===== config.mk =====
export PLATFORM = sky130hd
export DESIGN_NAME = mcu_uart
export DESIGN_NICKNAME = d
export VERILOG_FILES = /design/src/rtl/mcu_uart_pkg.sv /design/src/rtl/mcu_uart_fifo.sv /design/src/rtl/mcu_uart.sv
export SDC_FILE = /design/constraint.sdc
export NUM_CORES = 1
export LEC_CHECK = 0
export BUFFER_PORTS_ARGS = -buffer_cell sky130_fd_sc_hd__buf_4
export CORE_MARGIN = 10
export CORE_UTILIZATION = 35
export DETAILED_ROUTE_END_ITERATION = 8
export PLACE_DENSITY = 0.63
export SYNTH_ARGS = -nofsm -noshare
export SYNTH_HDL_FRONTEND = slang
export SYNTH_SLANG_ARGS = --single-unit
export TNS_END_PERCENT = 30

===== constraint.sdc =====
create_clock -name clk -period 6.7 [get_ports clk]
set_input_delay 0.67 -clock clk [delete_from_list [all_inputs] [get_ports clk]]
set_output_delay 0.67 -clock clk [all_outputs]
set_load 0.01 [all_outputs]

===== src/rtl/mcu_uart_pkg.sv =====
// Shared constants, state encodings and helpers for the memory-mapped UART.
package mcu_uart_pkg;

  // Register byte offsets; only bits [3:2] are decoded.
  localparam logic [3:0] OFF_TXDATA = 4'h0;
  localparam logic [3:0] OFF_RXDATA = 4'h4;
  localparam logic [3:0] OFF_STATUS = 4'h8;
  localparam logic [3:0] OFF_DIV    = 4'hC;

  // STATUS register bit positions.
  localparam int unsigned ST_TX_FULL     = 0;
  localparam int unsigned ST_TX_EMPTY    = 1;
  localparam int unsigned ST_TX_BUSY     = 2;
  localparam int unsigned ST_RX_VALID    = 3;
  localparam int unsigned ST_RX_OVERRUN  = 4;
  localparam int unsigned ST_TX_OVERFLOW = 5;
  localparam int unsigned ST_FRAME_ERR   = 6;

  // Smallest divisor the bit timers accept; smaller DIV values are clamped.
  localparam logic [15:0] DIV_MIN = 16'd4;

  typedef enum logic [1:0] {TX_IDLE, TX_START, TX_DATA, TX_STOP} tx_state_e;
  typedef enum logic [1:0] {RX_IDLE, RX_START, RX_DATA, RX_STOP} rx_state_e;

  function automatic logic [15:0] eff_div(input logic [15:0] d);
    return (d < DIV_MIN) ? DIV_MIN : d;
  endfunction

endpackage


===== src/rtl/mcu_uart_fifo.sv =====
// Byte-wide synchronous FIFO for the transmit path. Pushes when full are ignored.
module mcu_uart_fifo #(
  parameter int unsigned DEPTH = 4
) (
  input  logic       clk,
  input  logic       rst_n,
  input  logic       push_i,
  input  logic [7:0] wdata_i,
  input  logic       pop_i,
  output logic [7:0] rdata_o,
  output logic       full_o,
  output logic       empty_o
);

  localparam int unsigned AW = $clog2(DEPTH);

  logic [7:0]  mem_q [DEPTH];
  logic [AW:0] wptr_q, rptr_q;

  // Extra pointer MSB distinguishes full from empty when the indices match.
  assign empty_o = (wptr_q == rptr_q);
  assign full_o  = (wptr_q[AW] != rptr_q[AW]) && (wptr_q[AW-1:0] == rptr_q[AW-1:0]);
  assign rdata_o = mem_q[rptr_q[AW-1:0]];

  // Pointer update; guarded so over/underflow never corrupts state.
  always_ff @(posedge clk or negedge rst_n) begin
    if (!rst_n) begin
      wptr_q <= '0;
      rptr_q <= '0;
    end else begin
      if (push_i && !full_o)  wptr_q <= wptr_q + 1'b1;
      if (pop_i  && !empty_o) rptr_q <= rptr_q + 1'b1;
    end
  end

  // Storage needs no reset: entries are only read after being written.
  always_ff @(posedge clk) begin
    if (push_i && !full_o) mem_q[wptr_q[AW-1:0]] <= wdata_i;
  end

endmodule


===== src/rtl/mcu_uart.sv =====
// 8N1 UART on the MCU data bus: TX FIFO, single-entry RX holding register,
// programmable baud divisor. Reads are combinational and side-effect free.
module mcu_uart
  import mcu_uart_pkg::*;
#(
  parameter int unsigned TX_DEPTH    = 4,
  parameter logic [15:0] DEFAULT_DIV = 16'd434
) (
  input  logic        clk,
  input  logic        rst_n,
  input  logic        sel_i,
  input  logic [3:0]  addr_i,
  input  logic        we_i,
  input  logic [3:0]  be_i,
  input  logic [31:0] wdata_i,
  output logic [31:0] rdata_o,
  output logic        txd_o,
  input  logic        rxd_i,
  output logic        irq_o
);

  // ---------------- bus decode ----------------
  logic acc_wr, wr_tx, wr_rx, wr_st, wr_div;
  assign acc_wr = sel_i & we_i;
  assign wr_tx  = acc_wr && (addr_i[3:2] == OFF_TXDATA[3:2]) && be_i[0];
  assign wr_rx  = acc_wr && (addr_i[3:2] == OFF_RXDATA[3:2]);
  assign wr_st  = acc_wr && (addr_i[3:2] == OFF_STATUS[3:2]) && be_i[0];
  assign wr_div = acc_wr && (addr_i[3:2] == OFF_DIV[3:2]);

  logic unused_bits;
  assign unused_bits = ^{addr_i[1:0], be_i[3:2], wdata_i[31:16]};

  // ---------------- registers ----------------
  logic [15:0] div_q, div_d, div_eff;
  logic        rx_valid_q, rx_valid_d;
  logic [7:0]  rx_data_q, rx_data_d;
  logic        rx_ovr_q, rx_ovr_d, tx_ovf_q, tx_ovf_d, frm_err_q, frm_err_d;

  assign div_eff = eff_div(div_q);

  // ---------------- TX FIFO ----------------
  logic       tx_pop, fifo_full, fifo_empty;
  logic [7:0] fifo_rdata;

  mcu_uart_fifo #(.DEPTH(TX_DEPTH)) u_fifo (
    .clk     (clk),
    .rst_n   (rst_n),
    .push_i  (wr_tx),
    .wdata_i (wdata_i[7:0]),
    .pop_i   (tx_pop),
    .rdata_o (fifo_rdata),
    .full_o  (fifo_full),
    .empty_o (fifo_empty)
  );

  // ---------------- TX FSM ----------------
  tx_state_e   tx_state_q, tx_state_d;
  logic [15:0] tx_cnt_q, tx_cnt_d, tx_div_q, tx_div_d;
  logic [2:0]  tx_bit_q, tx_bit_d;
  logic [7:0]  tx_sh_q, tx_sh_d;
  logic        txd_q, txd_d, tx_bit_end;

  // Divisor is latched at every bit start so a DIV write only affects the next bit.
  assign tx_bit_end = (tx_cnt_q >= tx_div_q - 16'd1);

  // TX next-state: start bit, 8 data bits LSB first, stop, chaining frames back to back.
  always_comb begin
    tx_state_d = tx_state_q;
    tx_cnt_d   = tx_cnt_q + 16'd1;
    tx_div_d   = tx_div_q;
    tx_bit_d   = tx_bit_q;
    tx_sh_d    = tx_sh_q;
    txd_d      = txd_q;
    tx_pop     = 1'b0;
    case (tx_state_q)
      TX_IDLE: begin
        tx_cnt_d = '0;
        txd_d    = 1'b1;
        if (!fifo_empty) begin
          tx_pop     = 1'b1;
          tx_sh_d    = fifo_rdata;
          txd_d      = 1'b0;
          tx_div_d   = div_eff;
          tx_state_d = TX_START;
        end
      end
      TX_START: if (tx_bit_end) begin
        tx_cnt_d   = '0;
        tx_div_d   = div_eff;
        tx_bit_d   = '0;
        txd_d      = tx_sh_q[0];
        tx_state_d = TX_DATA;
      end
      TX_DATA: if (tx_bit_end) begin
        tx_cnt_d = '0;
        tx_div_d = div_eff;
        if (tx_bit_q == 3'd7) begin
          txd_d      = 1'b1;
          tx_state_d = TX_STOP;
        end else begin
          tx_sh_d  = {1'b0, tx_sh_q[7:1]};
          txd_d    = tx_sh_q[1];
          tx_bit_d = tx_bit_q + 3'd1;
        end
      end
      TX_STOP: if (tx_bit_end) begin
        tx_cnt_d = '0;
        tx_div_d = div_eff;
        if (!fifo_empty) begin
          tx_pop     = 1'b1;
          tx_sh_d    = fifo_rdata;
          txd_d      = 1'b0;
          tx_state_d = TX_START;
        end else begin
          txd_d      = 1'b1;
          tx_state_d = TX_IDLE;
        end
      end
      default: tx_state_d = TX_IDLE;
    endcase
  end

  // TX state register; reset forces the line idle immediately, aborting any frame.
  always_ff @(posedge clk or negedge rst_n) begin
    if (!rst_n) begin
      tx_state_q <= TX_IDLE;
      tx_cnt_q   <= '0;
      tx_div_q   <= DIV_MIN;
      tx_bit_q   <= '0;
      tx_sh_q    <= '0;
      txd_q      <= 1'b1;
    end else begin
      tx_state_q <= tx_state_d;
      tx_cnt_q   <= tx_cnt_d;
      tx_div_q   <= tx_div_d;
      tx_bit_q   <= tx_bit_d;
      tx_sh_q    <= tx_sh_d;
      txd_q      <= txd_d;
    end
  end

  // ---------------- RX FSM ----------------
  logic        rx_s1_q, rx_s2_q;
  rx_state_e   rx_state_q, rx_state_d;
  logic [15:0] rx_cnt_q, rx_cnt_d, rx_half;
  logic [2:0]  rx_bit_q, rx_bit_d;
  logic [7:0]  rx_sh_q, rx_sh_d;
  logic        rx_stop_ok, rx_stop_bad;

  assign rx_half = div_eff >> 1;

  // Two-flop synchronizer for the asynchronous serial input.
  always_ff @(posedge clk or negedge rst_n) begin
    if (!rst_n) begin
      rx_s1_q <= 1'b1;
      rx_s2_q <= 1'b1;
    end else begin
      rx_s1_q <= rxd_i;
      rx_s2_q <= rx_s1_q;
    end
  end

  // RX next-state: confirm start at half a bit, then sample every full bit from there.
  always_comb begin
    rx_state_d  = rx_state_q;
    rx_cnt_d    = rx_cnt_q + 16'd1;
    rx_bit_d    = rx_bit_q;
    rx_sh_d     = rx_sh_q;
    rx_stop_ok  = 1'b0;
    rx_stop_bad = 1'b0;
    case (rx_state_q)
      RX_IDLE: begin
        rx_cnt_d = '0;
        if (!rx_s2_q) rx_state_d = RX_START;
      end
      RX_START: if (rx_cnt_q >= rx_half - 16'd1) begin
        rx_cnt_d   = '0;
        rx_bit_d   = '0;
        rx_state_d = rx_s2_q ? RX_IDLE : RX_DATA;
      end
      RX_DATA: if (rx_cnt_q >= div_eff - 16'd1) begin
        rx_cnt_d = '0;
        rx_sh_d  = {rx_s2_q, rx_sh_q[7:1]};
        rx_bit_d = rx_bit_q + 3'd1;
        if (rx_bit_q == 3'd7) rx_state_d = RX_STOP;
      end
      RX_STOP: if (rx_cnt_q >= div_eff - 16'd1) begin
        rx_cnt_d    = '0;
        rx_stop_ok  = rx_s2_q;
        rx_stop_bad = !rx_s2_q;
        rx_state_d  = RX_IDLE;
      end
      default: rx_state_d = RX_IDLE;
    endcase
  end

  // RX state register.
  always_ff @(posedge clk or negedge rst_n) begin
    if (!rst_n) begin
      rx_state_q <= RX_IDLE;
      rx_cnt_q   <= '0;
      rx_bit_q   <= '0;
      rx_sh_q    <= '0;
    end else begin
      rx_state_q <= rx_state_d;
      rx_cnt_q   <= rx_cnt_d;
      rx_bit_q   <= rx_bit_d;
      rx_sh_q    <= rx_sh_d;
    end
  end

  // ---------------- software-visible state ----------------
  // Clears are applied first so that a same-cycle set always wins.
  always_comb begin
    div_d      = div_q;
    rx_valid_d = rx_valid_q;
    rx_data_d  = rx_data_q;
    rx_ovr_d   = rx_ovr_q;
    tx_ovf_d   = tx_ovf_q;
    frm_err_d  = frm_err_q;
    if (wr_div && be_i[0]) div_d[7:0]  = wdata_i[7:0];
    if (wr_div && be_i[1]) div_d[15:8] = wdata_i[15:8];
    if (wr_st) begin
      if (wdata_i[ST_RX_OVERRUN])  rx_ovr_d  = 1'b0;
      if (wdata_i[ST_TX_OVERFLOW]) tx_ovf_d  = 1'b0;
      if (wdata_i[ST_FRAME_ERR])   frm_err_d = 1'b0;
    end
    if (wr_rx) rx_valid_d = 1'b0;
    // A same-cycle RXDATA write frees the holding register for the new byte.
    if (rx_stop_ok) begin
      if (!rx_valid_q || wr_rx) begin
        rx_data_d  = rx_sh_q;
        rx_valid_d = 1'b1;
      end else begin
        rx_ovr_d = 1'b1;
      end
    end
    if (rx_stop_bad)          frm_err_d = 1'b1;
    if (wr_tx && fifo_full)   tx_ovf_d  = 1'b1;
  end

  // Register file state.
  always_ff @(posedge clk or negedge rst_n) begin
    if (!rst_n) begin
      div_q      <= DEFAULT_DIV;
      rx_valid_q <= 1'b0;
      rx_data_q  <= '0;
      rx_ovr_q   <= 1'b0;
      tx_ovf_q   <= 1'b0;
      frm_err_q  <= 1'b0;
    end else begin
      div_q      <= div_d;
      rx_valid_q <= rx_valid_d;
      rx_data_q  <= rx_data_d;
      rx_ovr_q   <= rx_ovr_d;
      tx_ovf_q   <= tx_ovf_d;
      frm_err_q  <= frm_err_d;
    end
  end

  // ---------------- read mux and outputs ----------------
  logic [6:0] status_w;

  // Combinational read data so the core can complete a load in one cycle.
  always_comb begin
    status_w                 = '0;
    status_w[ST_TX_FULL]     = fifo_full;
    status_w[ST_TX_EMPTY]    = fifo_empty;
    status_w[ST_TX_BUSY]     = (tx_state_q != TX_IDLE);
    status_w[ST_RX_VALID]    = rx_valid_q;
    status_w[ST_RX_OVERRUN]  = rx_ovr_q;
    status_w[ST_TX_OVERFLOW] = tx_ovf_q;
    status_w[ST_FRAME_ERR]   = frm_err_q;
    rdata_o = '0;
    if (sel_i && !we_i) begin
      case (addr_i[3:2])
        OFF_RXDATA[3:2]: rdata_o = {23'b0, rx_valid_q, rx_data_q};
        OFF_STATUS[3:2]: rdata_o = {25'b0, status_w};
        OFF_DIV[3:2]:    rdata_o = {16'b0, div_q};
        default:         rdata_o = '0;
      endcase
    end
  end

  assign txd_o = txd_q;
  assign irq_o = rx_valid_q;

endmodule


Word level (Yosys, flattened, before mapping) --
Memory sizes are Yosys's and may differ from the RTL's. Index checks and enable logic that the tools add are counted.
Cells by class: $add $sub $neg 9, order comparisons 4, eq/ne operators 26, mux-type cells 65, bitwise gates (word level) 1, reduce and logical (&&, ||, !) cells 43
Operators by type and width (number):
- 16-bit 2-to-1 mux | 7
- 16-bit one-hot mux with 3 select lines | 2
- 16-bit one-hot mux with 2 select lines | 2
- 16-bit >= comparator | 3
- 16-bit by 1-bit adder with 16-bit output (second input constant) | 2
- 8-bit 2-to-1 mux | 4
- 16-bit by 1-bit subtractor with 16-bit output (second input constant) | 2
- 1-bit 2-to-1 mux | 27
- 8-bit one-hot mux with 3 select lines | 1
- 2-bit 2-to-1 mux | 11
- 2-bit inequality test (second input constant) | 11
- 16-bit by 3-bit less-than comparator with 1-bit output (second input constant) | 1
- 2-bit one-hot mux with 4 select lines | 2
- 15-bit by 1-bit subtractor with 16-bit output (second input constant) | 1
- 3-bit 2-to-1 mux | 5
- 2-bit nonzero test | 7
- 1-bit logical AND | 13
- 3-bit by 1-bit adder with 3-bit output (second input constant) | 4
- 2-bit == test (second input constant) | 6
- 3-bit one-hot mux with 2 select lines | 2
- 2-bit AND reduction | 5
- 5-bit AND reduction | 2
- 4-bit AND reduction | 2
- 2-bit by 1-bit == test with 1-bit output (second input constant) | 3
- other kinds (15) | 23
Storage, ports and cells: bits in registers 111, RAM bits 32, input bits 45, output and inout bits 34, logic and storage cells 170, memories kept 1
Memories:
- u_fifo.mem_q | depth 4, width 8, rd ports 1, clocked after Yosys merged registers in 0, wr ports 1, RTL line mcu_uart_fifo.sv:17 | logic [7:0] mem_q [DEPTH];

Depth between registers and ports, before layout --
Gate-level depths: netlist (run 1).
word-level depth 8, depth in mapped cells 20, gate-level depth less buffers 18

By module --
Synthesis (run 1) repeated with hierarchy kept, for this count alone.
Unflattened totals: cells, all modules 776, area total of the unflattened synthesis 8623.3 um2
By module, submodules not included:
- mcu_uart | times used 1, cells an instance 688, area each 7016.7 um2, sequential area each 2638.8 um2
- mcu_uart_fifo | times used 1, cells an instance 88, area each 1606.5 um2, sequential area each 1111.1 um2

Least setup slack after synthesis (run 1) --
OpenSTA, ideal clock, no wires.
path type register to register, from register div_q[9], to register rx_sh_q[0], library setup time 0.125 ns, arrival time 5.276 ns, required time 6.575 ns, path slack 1.299 ns, stages on the path, launching flop included 20, buffers on the path 1, clock period less this slack 5.401 ns, cells stage by stage dfrtp_1 -> clkbuf_1 -> or4_1 -> nor4_1 -> nand2_1 -> nand2_1 -> ha_1 -> nor3b_1 -> nor3b_2 -> nand2_1 -> nor4_1 -> nand2_1 -> xor2_1 -> ha_1 -> nand4_1 -> nor3_2 -> or4b_1 -> and3_1 -> nor3_4 -> mux2_2
Between the ends: cells in the longest elaborated chain, start to end 5
RTL lines:
- from (decl) | RTL line mcu_uart.sv:34 | logic [15:0] div_q, div_d, div_eff;
- from (signal assigned) | RTL line mcu_uart.sv:252 | div_q <= div_d;
- 16-bit by 3-bit less-than comparator with 1-bit output | RTL line mcu_uart_pkg.sv:26 | return (d < DIV_MIN) ? DIV_MIN : d;
- 16-bit 2-to-1 mux * | RTL line mcu_uart_pkg.sv:26
- 16-bit by 1-bit subtractor with 16-bit output * | RTL line mcu_uart.sv:181 | RX_DATA: if (rx_cnt_q >= div_eff - 16'd1) begin
- 16-bit >= comparator * | RTL line mcu_uart.sv:181
- 2-bit AND reduction (no source line) *
- to (signal assigned) | RTL line mcu_uart.sv:208 | rx_sh_q <= rx_sh_d;
- to (decl) | RTL line mcu_uart.sv:147 | logic [7:0] rx_sh_q, rx_sh_d;
Mark *: on every way between the ends. The rest lies on a longest branch, timed or not. A chain may end at the register's enable or synchronous reset.

Worst setup path in the final report (run 1) --
from register div_q[9], to register rx_sh_q[4]
The elaborated chain is that of the path after synthesis.

==> results of run 1 <==
-- state kept, by name, summed over array words and instances (netlist names), 2 cells and up, named ones only --
| register | cells |
|---|---|
| u_fifo.mem_q | 32 |
| div_q | 16 |
| rx_cnt_q | 16 |
| tx_cnt_q | 16 |
| tx_div_q | 16 |
| rx_data_q | 8 |
| rx_sh_q | 8 |
| tx_sh_q | 8 |
| rx_bit_q | 3 |
| tx_bit_q | 3 |
| u_fifo.rptr_q | 3 |
| u_fifo.wptr_q | 3 |
| tx_state_q | 2 |
-- placed cells by master, fill, tap and decap left out, types with 5 or more instances in the layout --
master       n
a21oi_1     17
mux2_2      61
conb_1      17
buf_4       45
nor2_1      69
nand2b_1     7
o21ai_0     11
mux2i_1     11
nand3_1     20
and2_1      14
nor3_1      15
ha_1        67
dfrtp_1    102
xnor2_1     34
o2bb2ai_1    5
nor3b_1      7
xor2_1      40
mux4_2       8
and3_1      11
dfstp_2      9
nor2b_1      6
nand4_1     15
nand2_1     66
a22oi_1      8
a21o_1       9
inv_1       19
edfxtp_1    32
clkbuf_16   17
-- worst max-delay path, stage by stage, from the launching register on --
cell and delay [ps]:
dfrtp_1 470, or4_1 630, nor4_1 400, nand2_1 210, nand2_1 220, ha_1 230
nor3b_1 330, nor3b_2 350, nand2_1 190, nor4_1 410, nand2_1 120, xor2_1 160
ha_1 320, nand4_1 160, nor3_2 280, or4b_1 530, and3_1 270, nor3_4 380
mux2_2 390
-- per-layer routing --
| layer | GRT usage [%] | wire (um) |
|---|---|---|
| met5 | 0 | 0 |
| met2 | 19.0 | 8270 |
| met4 | 3.60 | 195 |
| met3 | 3.02 | 783 |
| met1 | 15.4 | 8160 |
-- worst max path at each step --
stage                    startpoint                endpoint  slack [ps]  cells past startpoint
6_report       div_q[9]$_DFFE_PN0P_  rx_sh_q[4]$_DFFE_PN0P_         520                     18
5_1_grt        div_q[9]$_DFFE_PN0P_  rx_sh_q[4]$_DFFE_PN0P_          30                     18
4_1_cts        div_q[9]$_DFFE_PN0P_  rx_sh_q[4]$_DFFE_PN0P_         470                     18
3_5_place_dp   div_q[9]$_DFFE_PN0P_  rx_sh_q[4]$_DFFE_PN0P_         510                     18
3_3_place_gp   div_q[9]$_DFFE_PN0P_  rx_sh_q[4]$_DFFE_PN0P_         670                     18
2_1_floorplan  div_q[9]$_DFFE_PN0P_  rx_sh_q[0]$_DFFE_PN0P_        1300                     19
-- power breakdown --
group | internal [W] | leakage [nW] | switching [W]
Sequential | 0.00108 | 1.69 | 0.000251
Combinational | 0.000620 | 2.24 | 0.000641
Clock | 0.000556 | 0.287 | 0.000390
Total | 0.00226 | 4.22 | 0.00128
-- final cells by class --
| type | count | area [um^2] |
|---|---|---|
| clock buffers | 18 | 429 |
| well taps | 319 | 399 |
| inverters | 20 | 75.1 |
| repair buffers | 45 | 338 |
| clock inverters | 14 | 156 |
| multi-input cells | 574 | 4410 |
| fillers | 2254 | 14000 |
| flip-flops and latches | 143 | 3750 |
-- metrics by stage --
step	total power [W]	cells
after floorplan	0.00231	779
after global placement	0.00259	1101
after detailed placement	0.00262	1101
after CTS	0.00358	1133
after global routing	0.00383	1133
final	0.00354	1133
-- cells by family after synthesis --
| kind of cell | after synthesis | share of synthesized area (%) |
|---|---|---|
| flops | 143 | 44.6 |
| buf+inv | 62 | 3.63 |
| mux | 81 | 11.8 |
| fa+ha+maj | 67 | 9.97 |
| other cells | 2 | 0.0893 |
| xor+xnor | 74 | 7.71 |
| compound gates | 81 | 7.05 |
| simple gates | 254 | 15.2 |
==> results_dict.tcl, run 1 <==
set metrics [dict create \
    die_y_um 175 \
    r2r_slack_ps 520 \
    finalSetupTns_ps 0 \
    synth-async-reset-ratio_pct 77.6 \
    io_pins 79 \
    dpl.hpwl_um 13000 \
    ys_seq_area_share_pct 44.6 \
    grt_pass1_wl_um 29700 \
    start_util_pct 35.7 \
    slew_headroom_pct 39.8 \
    cts_root_buffer "clkbuf_16" \
    synth_area_leaders "dfrtp_1 30%, edfxtp_1 11%, ha_1 10%" \
    hold_viol 0 \
    io_buffers 42 \
    setup_violations 0 \
    yosysMostFrequentCell "dfrtp_1" \
    dieArea_mm2 0.0306 \
    place_congestion 0.822 \
    clock_path_buffers 2 \
    grt_pass1_vias 5671 \
    startpoint_type "flop" \
    antenna_found_initial 0 \
    drt-initial-drc-count 251 \
    diodes 0 \
    yosys-top-cells-count "102 x dfrtp_1, 69 x nor2_1, 67 x ha_1" \
    crit_type "reg -> reg" \
    synth.largest_area_cell "dfrtp_1" \
    firstDrtPassIters 6 \
    fin_ws_ps 517 \
    netlist.area_leader.share_pct 30.4 \
    hold_ws_ps 228 \
    synth.avg_cell_area_um2 11.0 \
    synth_edf_count 32 \
    h-tree-depth 4 \
    syn_inst 764 \
    pre_cts_ws_ps 514 \
    synth_ff_type "dfrtp_1" \
    groute.usage.overall_pct 11.9 \
    ant_nets 0 \
    peakVddDrop_mv 0.208 \
    nNetsFinal 913 \
    vias_per_cell 4.92 \
    slew_violations 0 \
    leakagePower_nw 4.22 \
    ys_seq_elements 143 \
    worstPathArrival_ps 6500 \
    placed_cell_area_mm2 0.00897 \
    mappedNetlistArea_mm2 0.00841 \
    layout_min_cycle_time_ps 6180 \
    r2r-end "rx_sh_q[4]$_DFFE_PN0P_" \
    finish.utilization_pct 40.6 \
    timing.critical_path.to_type "flop" \
    ys_warn_count 0 \
    numCtsBuffers 17 \
    rsz0062_at_grt "no" \
    drc 0 \
    via_count 5580 \
    ctsResizeCount 0 \
    tightest_slew_ps 901 \
    outcome "finished, final reports clean" \
    maxCapViolCount 0 \
    design_area_mm2 0.00956 \
    wl_um 17400 \
    reg2reg_from "div_q[9]$_DFFE_PN0P_" \
    die_x_um 175 \
    clk_latency_ps 430 \
    hold_path.class "in -> async" \
    cts_tree "built" \
    syn_to_final_growth_pct 13.7 \
    wire_per_inst_um 15.4 \
    rr_worst_depth 18 \
    core_mm2 0.0235 \
    crit_fanout 8 \
    powerDensity_mw_per_mm2 370 \
    max_freq_mhz 162 \
    finalClockSkew_ps 8.78 \
    grt_overflow_total 0 \
    drive_above_1_share_pct 20.1 \
    numClockSinks 143 \
    rows 56 \
    grt_max_degree 70 \
    crit_required_ps 7010 \
    post-cts-setup-buffers 0 \
    postCtsHoldBufs 0 \
    clk_pin_slew_ps 60 \
    finalCritPeriodShare_pct 92.3 \
    ys_types 67 \
]
Power figures use the tool's default switching activity.
==> run 2, diff against run 1 <==
==> constraint.sdc (replaced) <==
create_clock -name clk -period 6.7 [get_ports clk]
set_input_delay 1.34 -clock clk [delete_from_list [all_inputs] [get_ports clk]]
set_output_delay 1.34 -clock clk [all_outputs]
set_load 0.01 [all_outputs]
==> run 2 against run 1 <==
  * Via count up 0.86%
  * Clock-buffer cell count unchanged
  * Die area is the same
  * Core utilization is 0.10 points higher
  * Non-clock buffer count grew 1
  * Clock skew grew 7.5 ps
  * Cell count about the same
  * Combinational power about the same
  * Hold slack improved by 130 ps
==> results_dict.tcl, run 2 (same netlist as run 1, synthesis figures left out) <==
set metrics [dict create \
    grt_max_degree 58 \
    wire_per_inst_um 15.6 \
    crit_type "reg -> reg" \
    dieArea_mm2 0.0306 \
    vias_per_cell 4.96 \
    die_x_um 175 \
    place_congestion 0.839 \
    io_buffers 42 \
    grt_pass1_vias 5785 \
    hold_depth 0 \
    antenna_found_initial 0 \
    wl_um 17700 \
    hp-start "rx_s1_q$_DFF_PN1_" \
    drive_above_1_share_pct 20.5 \
    rows 56 \
    ant_nets 0 \
    hold_viol 0 \
    final_common_cell "dfrtp_1" \
    via_count 5628 \
    timing.critical_path.to_type "flop" \
    largest_register_ffs 32 \
    clock_path_buffers 2 \
    crit_required_ps 7010 \
    max_freq_mhz 168 \
    groute.usage.overall_pct 12.0 \
    clk_latency_ps 430 \
    tightest_slew_ps 898 \
    start_util_pct 35.7 \
    pwr-share-clk_pct 27.0 \
    numClockSinks 143 \
    layout_min_cycle_time_ps 5960 \
    slew_headroom_pct 40.0 \
    powerDensity_mw_per_mm2 372 \
    leakagePower_nw 4.23 \
    finalClockSkew_ps 16.3 \
    ctsResizeCount 0 \
    crit_buf_inv 0 \
    slew_violations 0 \
    outcome "finished, final reports clean" \
    cts_root_buffer "clkbuf_16" \
    drc 0 \
    design_area_mm2 0.00958 \
    power_frac_seq_pct 37.4 \
    path_cells "or4_1, nor4_2, nand2_1, nand2_1, ha_1, nor3b_1, nor3b_2, nand2_1, nor4_1, nand2_1, xor2_1, ha_1, nand4_1, nor3_2, or4b_1, and3_1, nor3_4, mux2_2" \
    power_switching_share_pct 36.4 \
    worstPathArrival_ps 6270 \
    postCtsHoldBufs 0 \
    firstDrtPassIters 4 \
    fillCellCount 2306 \
    nNetsFinal 914 \
    cpLargestDelayFamily "simple AND/OR/NAND/NOR gates" \
    syn_to_final_growth_pct 13.9 \
    cts_tree "built" \
    hold_path.class "reg -> reg" \
    power.internal_w 0.00227 \
    drt-initial-drc-count 374 \
    reg2reg_from "div_q[9]$_DFFE_PN0P_" \
    rr_worst_depth 18 \
    hold_path_end "rx_s2_q$_DFF_PN1_" \
    placed_cell_area_mm2 0.00898 \
    finalCritPeriodShare_pct 89.0 \
    r2r_slack_ps 740 \
    diodes 0 \
    finalSetupTns_ps 0 \
    path_common_cell "nand2_1" \
    rsz0062_at_grt "no" \
    h-tree-depth 4 \
    die_y_um 175 \
    startpoint_type "flop" \
    layout_common_cells "102 x dfrtp_1, 69 x nor2_1, 67 x ha_1" \
    peakVddDrop_mv 0.236 \
    core_mm2 0.0235 \
    p_switching_w 0.00130 \
    grt_pass1_wl_um 30000 \
    slowest_delay_ps 630 \
    clk_pin_slew_ps 60 \
    setup_violations 0 \
    power_frac_comb_pct 35.6 \
    total_power_w 0.00356 \
    post-cts-setup-buffers 0 \
    maxCapViolCount 0 \
    numCtsBuffers 17 \
    critPathSlowestCell "or4_1" \
    grt_overflow_total 0 \
    r2r-end "rx_sh_q[0]$_DFFE_PN0P_" \
    crit_fanout 8 \
    dpl.hpwl_um 13100 \
    io_pins 79 \
]
## run 2: changes by cell type in the layout (fill, tap and decap cells not counted)
| cell | change |
|---|---|
| clkinv_4 | +2 |
| nor4_1 | -1 |
| inv_6 | -2 |
| buf_4 | +1 |
| clkbuf_8 | +1 |
| nor4_2 | +1 |
| clkbuf_1 | -1 |
## run 2: worst max path at each step
stage | endpoint | cells past startpoint | slack (ps) | start
2_1_floorplan | rx_sh_q[0]$_DFFE_PN0P_ | 19 | 1300 | div_q[9]$_DFFE_PN0P_
3_3_place_gp | rx_sh_q[3]$_DFFE_PN0P_ | 18 | 650 | div_q[9]$_DFFE_PN0P_
3_5_place_dp | rx_sh_q[2]$_DFFE_PN0P_ | 18 | 580 | div_q[9]$_DFFE_PN0P_
4_1_cts | rx_sh_q[0]$_DFFE_PN0P_ | 18 | 540 | div_q[9]$_DFFE_PN0P_
5_1_grt | rx_sh_q[2]$_DFFE_PN0P_ | 18 | 220 | div_q[9]$_DFFE_PN0P_
6_report | rx_sh_q[0]$_DFFE_PN0P_ | 18 | 740 | div_q[9]$_DFFE_PN0P_
## run 2: routing by layer
layer  GRT usage (%)  routed length [um]  vias up
met4            3.81                 244        0
li1                -                   -     2762
met1            15.4                8440     2756
met5               0                   0        -
met2            19.4                8340       90
met3            2.95                 697       20
## run 2: per-stage QoR
stage	util, %	hold slack (ps)	setup WS, ps	cells
after floorplan	-	345	1300	779
after global placement	38.1	346	651	1102
after detailed placement	38.1	351	580	1102
after CTS	40.7	361	541	1134
after global routing	40.7	362	217	1134
final	40.7	358	736	1134
## run 2: final cells by class
type                    count  area, um^2  area share [%]
clock buffers              18         439            4.58
well taps                 319         399            4.17
repair buffers             46         345            3.60
inverters                  20        75.1           0.783
multi-input cells         574        4420            46.1
clock inverters            14         156            1.63
flip-flops and latches    143        3750            39.1
## run 2: power groups by stage
stage,registers (W),logic [W],clock network [W]
2_1_floorplan,0.00122,0.00109,0
3_5_place_dp,0.00135,0.00127,0
5_1_grt,0.00137,0.00145,0.00102
4_1_cts,0.00133,0.00128,0.000980
6_report,0.00133,0.00127,0.000961
3_3_place_gp,0.00134,0.00124,0
==> run 3, diff against run 2 <==
RECOVER_POWER = 25   (was not set)
==> run 3 against run 2 <==
  * The flow now finishes with violations (capacitance limit, slew limit)
  * Largest cell class unchanged
  * First-iteration DRC count shrank 3.5%
  * Combinational power is essentially flat
  * Highest routed layer unchanged
  * Critical endpoint unchanged
  * Via count is essentially flat
  * Critical path depth is the same
==> results_dict.tcl, run 3 (same netlist as run 1, synthesis figures left out) <==
set metrics [dict create \
    finalCritPeriodShare_pct 89.0 \
    maxCapViolCount 1 \
    worstPathArrival_ps 6270 \
    multi_input_area_mm2 0.00442 \
    outcome "finished with violations" \
    cts_tree "built" \
    dp_cells 1102 \
    wire_per_inst_um 15.6 \
    ant_nets 0 \
    final_common_cell "dfrtp_1" \
    io_pins 79 \
    start_util_pct 35.7 \
    power.internal_w 0.00226 \
    grt_pass1_vias 5785 \
    layout_common_cells "102 x dfrtp_1, 69 x nor2_1, 67 x ha_1" \
    hold_path.class "reg -> reg" \
    startpoint_type "flop" \
    max_freq_mhz 168 \
    vias_per_cell 4.96 \
    die_x_um 175 \
    firstDrtPassIters 4 \
    place_congestion 0.839 \
    rows 56 \
    tightest_slew_ps 3150 \
    path_common_cell "nand2_1" \
    power_switching_share_pct 36.4 \
    rr_worst_depth 18 \
    cts_root_buffer "clkbuf_16" \
    numClockSinks 143 \
    dpl.hpwl_um 13100 \
    power_frac_comb_pct 35.5 \
    setup_violations 0 \
    die_y_um 175 \
    layout.cells.non_filler 1134 \
    powerDensity_mw_per_mm2 373 \
    syn_to_final_growth_pct 13.5 \
    power_frac_seq_pct 37.5 \
    drc 0 \
    finalClockSkew_ps 16.1 \
    wl_um 17700 \
    io_buffers 42 \
    hold_viol 0 \
    grt_max_degree 58 \
    violations "capacitance limit, slew limit" \
    pwr-share-clk_pct 27.0 \
    clk_pin_slew_ps 60 \
    antenna_found_initial 0 \
    numCtsBuffers 17 \
    timing.critical_path.to_type "flop" \
    dieArea_mm2 0.0306 \
    post-cts-setup-buffers 0 \
    diodes 0 \
    grt_overflow_total 0 \
    nNetsFinal 914 \
    slowest_delay_ps 630 \
    peakVddDrop_mv 0.238 \
    grt_pass1_wl_um 30000 \
    slew_headroom_pct -110 \
    postCtsHoldBufs 0 \
    critPathSlowestCell "or4_1" \
    layout_min_cycle_time_ps 5960 \
    finalSetupTns_ps 0 \
    rsz0062_at_grt "no" \
    seq_area_mm2 0.00375 \
    h-tree-depth 4 \
    core_mm2 0.0235 \
    via_count 5630 \
    ctsResizeCount 0 \
    fillCellCount 2314 \
    crit_required_ps 7010 \
    drive_above_1_share_pct 19.4 \
    p_switching_w 0.00129 \
    crit_type "reg -> reg" \
    slew_violations 58 \
    path_cells "or4_1, nor4_2, nand2_1, nand2_1, ha_1, nor3b_1, nor3b_2, nand2_1, nor4_1, nand2_1, xor2_1, ha_1, nand4_1, nor3_2, or4b_1, and3_1, nor3_4, mux2_2" \
    largest_register_ffs 32 \
    hold_depth 0 \
    crit_fanout 8 \
    drt-initial-drc-count 361 \
    clk_latency_ps 430 \
    leakagePower_nw 4.19 \
    clock_path_buffers 2 \
    groute.usage.overall_pct 12.0 \
]
run 3: changes by cell type in the layout (fill, tap and decap cells not counted), sizes merged:
| cell | delta |
|---|---|
| buf | -10 |
| clkbuf | +10 |
run 3: cell type report:
cell class                 instances  area share (%)
timing repair buffer              46            3.26
sequential                       143            39.3
multi-input combinational        574            46.3
clock buffer                      18            4.60
inverter                          20           0.786
tap                              319            4.18
clock inverter                    14            1.64
run 3: final timing paths:
check | from | to | slack [ps]
worst max-delay path | div_q[9]$_DFFE_PN0P_ | rx_sh_q[0]$_DFFE_PN0P_ | 740
worst min-delay path | rx_s1_q$_DFF_PN1_ | rx_s2_q$_DFF_PN1_ | 360
worst max register to register | div_q[9]$_DFFE_PN0P_ | rx_sh_q[0]$_DFFE_PN0P_ | 740
worst min register to register | rx_s1_q$_DFF_PN1_ | rx_s2_q$_DFF_PN1_ | 360
max in group asynchronous | rst_n | tx_div_q[4]$_DFFE_PN0P_ | 2740
min in group asynchronous | rst_n | rx_sh_q[2]$_DFFE_PN0P_ | 1960
run 3: per-layer routing:
layer  GRT usage [%]  vias to the layer above  routed length (um)
li1                -                     2765                   -
met1            15.4                     2753                8420
met2            19.4                       92                8330
met3            2.95                       20                 696
met4            3.81                        0                 244
met5               0                        -                   0
run 3: power by group through the flow:
stage          logic, W  registers (W)  clock network, W
2_1_floorplan   0.00109        0.00122                 0
3_5_place_dp    0.00127        0.00135                 0
3_3_place_gp    0.00124        0.00134                 0
4_1_cts         0.00128        0.00133          0.000980
6_report        0.00126        0.00133          0.000960
5_1_grt         0.00145        0.00137           0.00102
run 3: critical path, delay by kind of cell (launching register included):
| family | cells | cell delay (ps) |
|---|---|---|
| XOR/XNOR | 1 | 160 |
| adder cells (fa/ha/maj) | 2 | 540 |
| flip-flops | 1 | 470 |
| multiplexers | 1 | 390 |
| AND/OR/NAND/NOR | 14 | 4270 |
run 3: per-stage QoR:
step | util (%) | instance area [um^2] | total power (W) | hold WS, ps | setup slack, ps
2_1_floorplan | - | 8470 | 0.00231 | 345 | 1300
3_3_place_gp | 38.1 | 8980 | 0.00258 | 346 | 651
3_5_place_dp | 38.1 | 8980 | 0.00262 | 351 | 580
4_1_cts | 40.7 | 9580 | 0.00360 | 361 | 541
5_1_grt | 40.6 | 9550 | 0.00384 | 362 | 217
6_report | 40.6 | 9550 | 0.00356 | 358 | 738
